[src/rtl/fsm_seq_pkg.sv]
// Shared definitions for the lockstep sequencer: default sizes and the
// sequencer state encoding.
package fsm_seq_pkg;

    // Longest pattern that can be played, in bits
    localparam int unsigned MAX_LEN = 16;
    // Width of len / index / count fields; must be able to hold MAX_LEN
    localparam int unsigned LEN_W   = 5;
    // Width of the one-hot FSM state vector under observation
    localparam int unsigned OH_W    = 5;

    // One step of the pattern walks DRIVE -> STEP -> SETTLE -> COMPARE
    typedef enum logic [2:0] {
        IDLE,
        LOAD,
        DRIVE,
        STEP,
        SETTLE,
        COMPARE,
        DONE
    } seqState_e;

endpackage

[src/rtl/onehot_check.sv]
// Combinational legality check for a one-hot state vector: legal only when
// exactly one bit is set (all-zero and multi-hot are both illegal).
module onehot_check #(
    parameter int unsigned OH_W = fsm_seq_pkg::OH_W
) (
    input  logic [OH_W-1:0] state_i,
    output logic            legal_o
);
    import fsm_seq_pkg::*;

    localparam int unsigned CNT_W = $clog2(OH_W + 1);

    logic [CNT_W-1:0] bitCount;

    // Population count of the state vector, then compare against one
    always_comb begin
        bitCount = '0;
        for (int unsigned i = 0; i < OH_W; i++) begin
            bitCount = bitCount + CNT_W'(state_i[i]);
        end
        legal_o = (bitCount == CNT_W'(1));
    end

endmodule

[src/rtl/fsm_lockstep_sequencer.sv]
// Plays a latched bit pattern into two sequence-detector FSMs (binary and
// one-hot encodings) one bit per step, then compares their z outputs and the
// one-hot state legality after each step. Reports a saturating failure count
// and the index of the first failing step.
module fsm_lockstep_sequencer #(
    parameter int unsigned MAX_LEN = fsm_seq_pkg::MAX_LEN,
    parameter int unsigned LEN_W   = fsm_seq_pkg::LEN_W,
    parameter int unsigned OH_W    = fsm_seq_pkg::OH_W
) (
    input  logic               clk,
    input  logic               reset,
    input  logic               start,
    input  logic [MAX_LEN-1:0] pattern,
    input  logic [LEN_W-1:0]   len,
    output logic               w_out,
    output logic               fsm_en,
    output logic               fsm_rst,
    input  logic               z_bin,
    input  logic               z_oh,
    input  logic [OH_W-1:0]    state_oh,
    output logic               busy,
    output logic               done,
    output logic [LEN_W-1:0]   err_count,
    output logic [LEN_W-1:0]   first_err_idx
);
    import fsm_seq_pkg::*;

    // Bit-select width into the pattern; idx never reaches MAX_LEN when used
    localparam int unsigned IDX_W = (MAX_LEN > 1) ? $clog2(MAX_LEN) : 1;

    seqState_e          stateQ;
    logic [MAX_LEN-1:0] patternQ;
    logic [LEN_W-1:0]   lenQ;
    logic [LEN_W-1:0]   idxQ;

    logic               ohLegal;
    logic               stepFail;
    logic               lastStep;
    logic [LEN_W-1:0]   lenClamped;
    logic [LEN_W-1:0]   idxInc;
    logic [IDX_W-1:0]   nextBit;

    onehot_check #(
        .OH_W (OH_W)
    ) uOnehotCheck (
        .state_i (state_oh),
        .legal_o (ohLegal)
    );

    // Run-control helpers: length clamp, step verdict and end-of-run detect
    always_comb begin
        lenClamped = (len > LEN_W'(MAX_LEN)) ? LEN_W'(MAX_LEN) : len;
        // A z mismatch and an illegal one-hot state in the same step count once
        stepFail   = (z_bin != z_oh) || !ohLegal;
        idxInc     = idxQ + LEN_W'(1);
        lastStep   = (idxInc == lenQ);
        nextBit    = idxInc[IDX_W-1:0];
    end

    // Sequencer FSM with registered outputs, index and error bookkeeping
    always_ff @(posedge clk or posedge reset) begin
        if (reset) begin
            stateQ        <= IDLE;
            patternQ      <= '0;
            lenQ          <= '0;
            idxQ          <= '0;
            busy          <= 1'b0;
            done          <= 1'b0;
            fsm_en        <= 1'b0;
            fsm_rst       <= 1'b1;
            w_out         <= 1'b0;
            err_count     <= '0;
            first_err_idx <= '0;
        end else begin
            // Single-cycle strobes default low every cycle
            fsm_en  <= 1'b0;
            fsm_rst <= 1'b0;
            done    <= 1'b0;
            unique case (stateQ)
                IDLE: begin
                    if (start) begin
                        patternQ      <= pattern;
                        lenQ          <= lenClamped;
                        idxQ          <= '0;
                        err_count     <= '0;
                        first_err_idx <= '0;
                        fsm_rst       <= 1'b1;
                        busy          <= 1'b1;
                        stateQ        <= LOAD;
                    end
                end
                LOAD: begin
                    if (lenQ == '0) begin
                        done   <= 1'b1;
                        busy   <= 1'b0;
                        stateQ <= DONE;
                    end else begin
                        w_out  <= patternQ[0];
                        stateQ <= DRIVE;
                    end
                end
                DRIVE: begin
                    fsm_en <= 1'b1;
                    stateQ <= STEP;
                end
                STEP: begin
                    stateQ <= SETTLE;
                end
                SETTLE: begin
                    // Both FSMs register z on the STEP edge; give it a cycle
                    stateQ <= COMPARE;
                end
                COMPARE: begin
                    if (stepFail) begin
                        if (err_count != '1) begin
                            err_count <= err_count + LEN_W'(1);
                        end
                        if (err_count == '0) begin
                            first_err_idx <= idxQ;
                        end
                    end
                    idxQ <= idxInc;
                    if (lastStep) begin
                        w_out  <= 1'b0;
                        done   <= 1'b1;
                        busy   <= 1'b0;
                        stateQ <= DONE;
                    end else begin
                        w_out  <= patternQ[nextBit];
                        stateQ <= DRIVE;
                    end
                end
                DONE: begin
                    stateQ <= IDLE;
                end
                default: begin
                    stateQ <= IDLE;
                end
            endcase
        end
    end

endmodule

[config.mk]
export PLATFORM = sky130hd
export DESIGN_NAME = fsm_lockstep_sequencer
export DESIGN_NICKNAME = d
export VERILOG_FILES = /design/src/rtl/fsm_seq_pkg.sv /design/src/rtl/onehot_check.sv /design/src/rtl/fsm_lockstep_sequencer.sv
export SDC_FILE = /design/constraint.sdc
export NUM_CORES = 1
export LEC_CHECK = 0
export CORE_UTILIZATION = 45
export CTS_BUF_LIST = sky130_fd_sc_hd__clkbuf_2
export DETAILED_ROUTE_END_ITERATION = 7
export DONT_BUFFER_PORTS = 1
export GPL_TIMING_DRIVEN = 0
export SLEW_MARGIN = 10
export SYNTH_ARGS = -nofsm -noshare
export SYNTH_HDL_FRONTEND = slang
export SYNTH_HIERARCHICAL = 1
export SYNTH_SLANG_ARGS = --single-unit
[constraint.sdc]
create_clock -name clk -period 2.5 [get_ports clk]
set_input_delay 0.5 -clock clk [delete_from_list [all_inputs] [get_ports clk]]
set_output_delay 0.5 -clock clk [all_outputs]
set_load 0.005 [all_outputs]
* Word level (Yosys, flattened, before mapping) *
Cells that the tools add are included.

storage, ports and cells
  register bits after elaboration = 44
  input port bits = 31
  output and inout port bits = 15
  word-level logic and storage cells = 77

cells by class
  $add $sub $neg = 6
  order comparisons = 2
  eq/ne operators = 16
  muxes and demuxes = 28
  reductions and logical operators = 14

operators with widths
  cell                                                                           number
  5-bit two-way mux                                                              6
  5-bit case mux with 2 select lines                                             3
  3-bit case mux with 6 select lines                                             1
  2-bit inequality test (second input constant)                                  7
  4-bit AND reduction                                                            3
  1-bit two-way mux                                                              11
  5-bit by 1-bit adder with 5-bit output (second input constant)                 2
  5-bit zero test                                                                2
  3-bit by 1-bit adder with 3-bit output                                         3
  3-bit two-way mux                                                              3
  3-bit by 1-bit == test with 1-bit output (second input constant)               2
  3-bit by 2-bit == test with 1-bit output (second input constant)               2
  3-bit == test (second input constant)                                          2
  2-bit AND reduction                                                            3
  5-bit == test                                                                  1
  5-bit > comparator (second input constant)                                     1
  4-bit by 5-bit less-than comparator with 1-bit output (second input constant)  1
  5-bit inequality test (second input constant)                                  1
  1-bit binary-select mux with 4-bit select                                      1
  1-bit case mux with 2 select lines                                             2
  2-bit nonzero test                                                             2
  3-bit zero test                                                                1
  1-bit case mux with 3 select lines                                             1
  3-bit nonzero test                                                             1
  other kinds (4)                                                                4

* Logic depth before layout (Yosys ltp) *
Gate-level depths: netlist of run 1.

  depth after elaboration = 9
  mapped depth = 10
  depth with buffers taken out = 10

* Modules after synthesis *
The synthesis of run 1 kept the hierarchy.

modules (own cells, without submodules)
  module                  instances  cells an instance  area each (um^2)  seq. area each (um^2)
  fsm_lockstep_sequencer  1          216                2185.8            1102.3
  onehot_check            1          9                  83.8              0.0

* Least setup slack after synthesis of run 1 *
Ideal clock, no wire load.

  path kind = input to register
  start point = input state_oh[0]
  end point = register first_err_idx[0]
  setup time = 121 ps
  data arrival time = 2785 ps
  data required time = 2379 ps
  setup slack = -406 ps
  cell stages on the path = 10
  buffers on the path = 0
  path through = inv_1 -> fa_1 -> inv_1 -> fa_1 -> ha_1 -> nor3b_2 -> and4b_1 -> and2_1 -> or3_1 -> a22o_2

between the ends
  word-level cells in the longest chain between the ends = 9

RTL lines
  element                                              RTL line                       text
  start, declared                                      fsm_lockstep_sequencer.sv:20   input logic [OH_W-1:0] state_oh,
  1-bit by 1-bit adder with 2-bit output               onehot_check.sv:19             bitCount = bitCount + CNT_W'(state_i[i]);
  3-bit by 1-bit adder with 3-bit output (3 in a row)  onehot_check.sv:19
  3-bit by 1-bit == test with 1-bit output             onehot_check.sv:21             legal_o = (bitCount == CNT_W'(1));
  via ohLegal                                          fsm_lockstep_sequencer.sv:36   logic ohLegal;
  1-bit zero test                                      fsm_lockstep_sequencer.sv:54   stepFail = (z_bin != z_oh) || !ohLegal;
  1-bit logical OR                                     fsm_lockstep_sequencer.sv:54
  2-bit inequality test (no line)                      -
  4-bit AND reduction (no line)                        -
  end signal, assigned                                 fsm_lockstep_sequencer.sv:119  first_err_idx <= idxQ;
  end, declared                                        fsm_lockstep_sequencer.sv:24   output logic [LEN_W-1:0] first_err_idx

The timed path passes the listed nets, and every way through them passes these cells.
A chain may end at the register's enable or synchronous reset.

* Worst setup path after layout of run 1 *
  start point = input state_oh[0]
  end point = register first_err_idx[4]

The elaborated chain is that of the path after synthesis.

==> impl_metrics.yaml, run 1 <==
route:
  drt_iter0_markers: 80
  vias_per_cell: 5.30
  postRouteAntennaNets: 0
  drt_wl_total_um: 4380
  post_drt_wl_per_cell_um: 14.5
  vias: 1605
  dr.pass1.iters: 5
  drc: 0
power_and_ir_drop:
  peakVddDrop_uv: 444
  seq_power_share: 0.433
  power_density_nw_per_um2: 1070
  power.switching_mw: 1.00
  clockPowerShare: 0.153
  power_mw: 2.67
  p_leak_nw: 1.17
  switching_share: 0.375
  p_int_mw: 1.67
  power_frac_comb: 0.414
timing:
  fmax_ghz: 0.409
  worst_pin_slew_ns: 0.503
  finalMaxSlewViolations: 0
  finalSetupViolations: 0
  hold_violations: 0
  relSlewSlack: 0.660
  skew_ns: 0.0269
  fin_crit_sh: 0.978
  fin_tns_setup_ns: 0
  fin_crit_ns: 2.44
  rsz0062_at_grt: "no"
job:
  max_cap_violations: 0
layout:
  fillers: 472
  n_antenna_cell: 0
  nets: 273
  layout_common_cells: "nand2_1, dfrtp_1, o21ai_0"
  layout_commonest_cell: "nand2_1"
  stdcell_count: 303
  fin_area_um2: 2490
  area.growth.synth_to_final_pct: 9.59
  drive_gt1_frac: 0.106
  fin_util: 0.520
yosys:
  synth_nets: 263
  yosysSeqAreaShare: 0.486
  yosysUniqueCellTypes: 48
  ys_async_sr_fraction: 1.00
  synth_area_um2: 2270
  synth.area.top_cells: "dfrtp_1, nand2_1, mux4_1"
  synth.top_cell.area_share: 0.474
  yosysWarnings: 6
  synth_area_leader_cell: "dfrtp_1"
  synth_edf_count: 0
  yosys_register_bits: 44
  synth_cells: 225
  synthFlopType: "dfrtp_1"
  avgSynthCellArea_um2: 10.1
floorplanning:
  die-area_um2: 5330
  rows: 25
  die_w_um: 73.0
  dieHeight_um: 73.0
  core_um2: 4790
  initial_core_util: 0.474
  num_io_pins: 46
place:
  gp_congestion: 0.809
  io_buffer_count: 0
  place_area_um2: 2400
  placedCellCount: 293
  dp_hpwl_um: 3240
clocking:
  clock_sinks: 44
  numCtsBuffers: 5
  cts-root-buf: "clkbuf_2"
  clk_pin_slew_ns: 0.25
  htree_levels: 2
  worstSkewPairLatency_ns: 0.42
  max-clock-path-buffers: 2
  cts_tree: "done"
global_routing:
  grt_overflow: 0
  grt_pass1_vias: 1544
  grt_pass1_wl_um: 7180
  grt_use_total: 0.179
  grt_max_degree: 26
  antenna_found_initial: 0
worst_setup_path:
  worstPathArrival_ns: 2.78
  cp.required_ns: 2.83
  crit_type: "in -> reg"
  r2r_setup_slack_ns: 0.11
  end_kind: "flip-flop"
  cp_max_fo: 5
  cp-start-kind: "primary input"
run_status:
  status: "completed"
worst_hold_path:
  hold_class: "in -> reg"
-- what timing repair did --
item,in CTS,in global routing
endpoints found under the setup margin,0,1
hold buffers,1,0
buffers inserted,0,1
endpoints found under the hold margin,18,0
gates resized for setup,0,3
-- final cells by class --
class | instances | area (um2) | area share
timing repair buffer | 3 | 37.5 | 0.0151
tap | 67 | 83.8 | 0.0337
multi-input combinational | 157 | 1090 | 0.437
inverter | 13 | 56.3 | 0.0226
sequential | 44 | 1100 | 0.443
clock inverter | 3 | 42.5 | 0.0171
buffer | 11 | 53.8 | 0.0216
clock buffer | 5 | 25.0 | 0.0101
-- sequential cells by signal, summed over array words and instances, names as in the netlist --
register	flops
err_count	5
w_out	1
stateQ	3
idxQ	5
done	1
first_err_idx	5
lenQ	5
fsm_rst	1
fsm_en	1
patternQ	16
busy	1
-- worst paths after layout --
check | start | to | cells past startpoint
worst min-delay path | pattern[4] | patternQ[4] | 2
worst max-delay path | state_oh[0] | first_err_idx[4] | 10
worst min register to register | patternQ[1] | patternQ[1] | 2
worst max register to register | idxQ[1] | w_out | 5
max in group asynchronous | reset | lenQ[2] | 3
min in group asynchronous | reset | err_count[1] | 2
-- Yosys cell counts, types with 3 or more instances --
cell type  instances
dfrtp_1           43
nand3_1            3
nand2b_1           3
clkbuf_1           6
and2_1             3
a22o_1             5
xnor2_1            7
mux4_1             4
nand3b_1           5
inv_1             13
or3_1              4
a21oi_1            5
ha_1               5
o21ai_0           13
nand2_1           61
nor2_1             6
-- kinds of logic (layout without fill, tap and decap cells) --
family | after synthesis | in the layout | synth area share
simple gates | 99 | 99 | 0.210
flops | 44 | 44 | 0.486
compound gates | 35 | 35 | 0.104
buf+inv | 24 | 35 | 0.0441
xor+xnor | 11 | 11 | 0.0546
fa+ha+maj | 7 | 7 | 0.0452
mux | 5 | 5 | 0.0562
-- per-layer routing --
layer  up-vias  GRT usage  part of all wire
li1        789          -                 -
met1       769      0.237              0.47
met2        42      0.288              0.47
met3         5     0.0470             0.052
met4         0     0.0523             0.011
met5         -          0                 0
-- through the flow --
| step | hold WS, ns | worst slack (ns) |
|---|---|---|
| after floorplan | 0.437 | -0.313 |
| final | 0.146 | 0.0550 |
| after global routing | 0.0995 | 0.0197 |
| after CTS | 0.123 | 0.0191 |
| after global placement | 0.449 | -0.380 |
| after detailed placement | 0.423 | -0.404 |
-- worst max-delay path, stage by stage --
cell	delay, ns
inv_8	0.01
fa_1	0.52
inv_1	0.05
fa_2	0.35
ha_4	0.27
nor3b_2	0.03
and4b_1	0.21
and2_4	0.18
or3_4	0.40
a22o_1	0.25
-- power by group through the flow --
stage | sequential [mW] | clock (mW) | combinational (mW)
5_1_grt | 1.20 | 0.452 | 1.25
3_3_place_gp | 1.17 | 0 | 1.08
3_5_place_dp | 1.18 | 0 | 1.10
2_1_floorplan | 1.12 | 0 | 0.893
6_report | 1.15 | 0.409 | 1.11
4_1_cts | 1.16 | 0.420 | 1.10
No activity file was read; power rests on OpenSTA's default activity.
==> inputs of run 2 (changes only) <==
--- a/config.mk
+++ b/config.mk
@@ -5,11 +5,14 @@
 export SDC_FILE = /design/constraint.sdc
 export NUM_CORES = 1
 export LEC_CHECK = 0
+export CELL_PAD_IN_SITES_DETAIL_PLACEMENT = 0
+export CELL_PAD_IN_SITES_GLOBAL_PLACEMENT = 1
 export CORE_UTILIZATION = 45
 export CTS_BUF_LIST = sky130_fd_sc_hd__clkbuf_2
 export DETAILED_ROUTE_END_ITERATION = 7
 export DONT_BUFFER_PORTS = 1
 export GPL_TIMING_DRIVEN = 0
+export PLACE_DENSITY_LB_ADDON = 0.1
 export SLEW_MARGIN = 10
 export SYNTH_ARGS = -nofsm -noshare
 export SYNTH_HDL_FRONTEND = slang
==> run 2 against run 1 <==
Compared with the run above:
- worst setup slack lost 0.017 ns
- largest power group unchanged
- clock power shrank 3%
- sequential share of layout area about the same
- combinational power about the same
- fmax decreased by 0.67%
- wire length is 3.9% higher
- clock skew decreased by 0.019 ns
- design area rose by 0.10%
- largest cell class unchanged
- register-to-register slack got worse by 0.04 ns
- count of clock-buffer cells in the layout is 1 higher
- via count rose by 0.56%
- sequential power about the same
==> impl_metrics.yaml, run 2 (synthesized netlist as in run 1, its figures left out) <==
layout:
  fillers: 451
  fin_util: 0.520
  layout_commonest_cell: "nand2_1"
  largest_reg_flops: 16
  nets: 273
  area.growth.synth_to_final_pct: 9.70
  regMostFlops: "patternQ"
  multi_input_area_um2: 1090
  stdcell_count: 303
  fin_area_um2: 2490
  ff_latch_area_um2: 1100
  n_antenna_cell: 0
  drive_gt1_frac: 0.110
  layout_common_cells: "nand2_1, dfrtp_1, o21ai_0"
clocking:
  htree_levels: 2
  clock_sinks: 44
  clk_pin_slew_ns: 0.22
  max-clock-path-buffers: 2
  worstSkewPairLatency_ns: 0.40
  numCtsBuffers: 5
  cts-root-buf: "clkbuf_2"
  cts_tree: "done"
route:
  drt_iter0_markers: 54
  vias: 1614
  drt_wl_total_um: 4550
  dr.pass1.iters: 5
  vias_per_cell: 5.33
  drc: 0
  postRouteAntennaNets: 0
  post_drt_wl_per_cell_um: 15.0
global_routing:
  grt_pass1_vias: 1573
  grt_overflow: 0
  grt_max_degree: 34
  antenna_found_initial: 0
  grt_use_total: 0.186
  grt_pass1_wl_um: 7420
worst_setup_path:
  critPathMaxStageDelay_ns: 0.52
  cp_max_fo: 5
  cp.buffers_inverters: 2
  end_kind: "flip-flop"
  cpLargestDelayFamily: "adder cells"
  cp.required_ns: 2.85
  worst_path_max_delay_cell: "fa_1"
  critPathLaunch: "state_oh[0]"
  cp-start-kind: "primary input"
  timing.rr.start: "idxQ[1]"
  crit_type: "in -> reg"
  crit_chain: "inv_8 -> fa_1 -> inv_1 -> fa_2 -> ha_4 -> nor3b_2 -> and4b_1 -> a221o_1 -> or3_1 -> a21oi_2"
  worstPathArrival_ns: 2.81
timing:
  hold_violations: 0
  fmax_ghz: 0.406
  fin_ws_ns: 0.0384
  timing.hold.ws_ns: 0.168
  fin_crit_ns: 2.46
  fin_tns_setup_ns: 0
  rsz0062_at_grt: "yes"
  relSlewSlack: 0.662
  worst_pin_slew_ns: 0.500
  skew_ns: 0.00789
  fin_crit_sh: 0.985
  finalSetupViolations: 0
  finalMaxSlewViolations: 0
power_and_ir_drop:
  power_density_nw_per_um2: 1080
  p_leak_nw: 1.18
  switching_share: 0.378
  power_mw: 2.68
  seq_power_share: 0.434
  power_frac_comb: 0.417
  clockPowerShare: 0.149
  power.switching_mw: 1.01
  peakVddDrop_uv: 469
  p_int_mw: 1.67
place:
  preCtsSetupSlack_ns: -0.427
  io_buffer_count: 0
  gp_congestion: 0.827
  place_area_um2: 2400
  placedCellCount: 293
  dp_hpwl_um: 3360
floorplanning:
  die_w_um: 73.0
  dieHeight_um: 73.0
  initial_core_util: 0.474
  core_um2: 4790
  rows: 25
  die-area_um2: 5330
  num_io_pins: 46
worst_hold_path:
  hold_start: "pattern[1]"
  hold_class: "in -> reg"
run_status:
  status: "completed"
job:
  max_cap_violations: 0
==> run 2: path summary, 6_finish.rpt <==
check | to | slack (ns) | cells after the start
max in group asynchronous | patternQ[3] | 1.61 | 3
worst max-delay path | err_count[2] | 0.04 | 10
worst min-delay path | patternQ[1] | 0.17 | 2
worst max register to register | w_out | 0.07 | 5
min in group asynchronous | err_count[3] | 0.45 | 2
worst min register to register | patternQ[10] | 0.50 | 2
==> run 2: cell type report <==
| type | instances | area share |
|---|---|---|
| inverters | 13 | 0.0226 |
| plain buffers | 11 | 0.0206 |
| well taps | 67 | 0.0337 |
| clock buffers | 6 | 0.0121 |
| multi-input cells | 157 | 0.439 |
| flip-flops and latches | 44 | 0.443 |
| clock inverters | 2 | 0.0141 |
| repair buffers | 3 | 0.0151 |
==> run 2: routing by layer <==
layer  vias to the layer above  share of wire  GRT usage
met2                        49           0.48      0.303
met3                         6          0.044     0.0497
met5                         -              0          0
met4                         0          0.014     0.0610
li1                        792              -          -
met1                       767           0.47      0.239
==> run 2: what timing repair did <==
| action | in CTS | in global routing |
|---|---|---|
| gates resized for setup | 0 | 1 |
| setup buffers | 0 | 1 |
| hold buffers | 1 | 0 |
| endpoints found under the setup margin | 0 | 3 |
| endpoints found under the hold margin | 10 | 0 |
==> run 2: power by group through the flow <==
stage	clock network (mW)	registers (mW)	logic, mW
after floorplan	0	1.12	0.893
after global placement	0	1.17	1.07
after detailed placement	0	1.18	1.11
after CTS	0.409	1.17	1.11
after global routing	0.439	1.20	1.26
final	0.398	1.16	1.12
==> run 2: worst reg2reg max path, delay by kind of cell, from the launching register on <==
| family | cells | cell delay (ns) |
|---|---|---|
| buffers and inverters | 1 | 0.19 |
| adder cells (fa/ha/maj) | 1 | 0.28 |
| AO/OA/AOI/OAI | 1 | 0.36 |
| multiplexers | 2 | 1.08 |
| flip-flops | 1 | 0.45 |
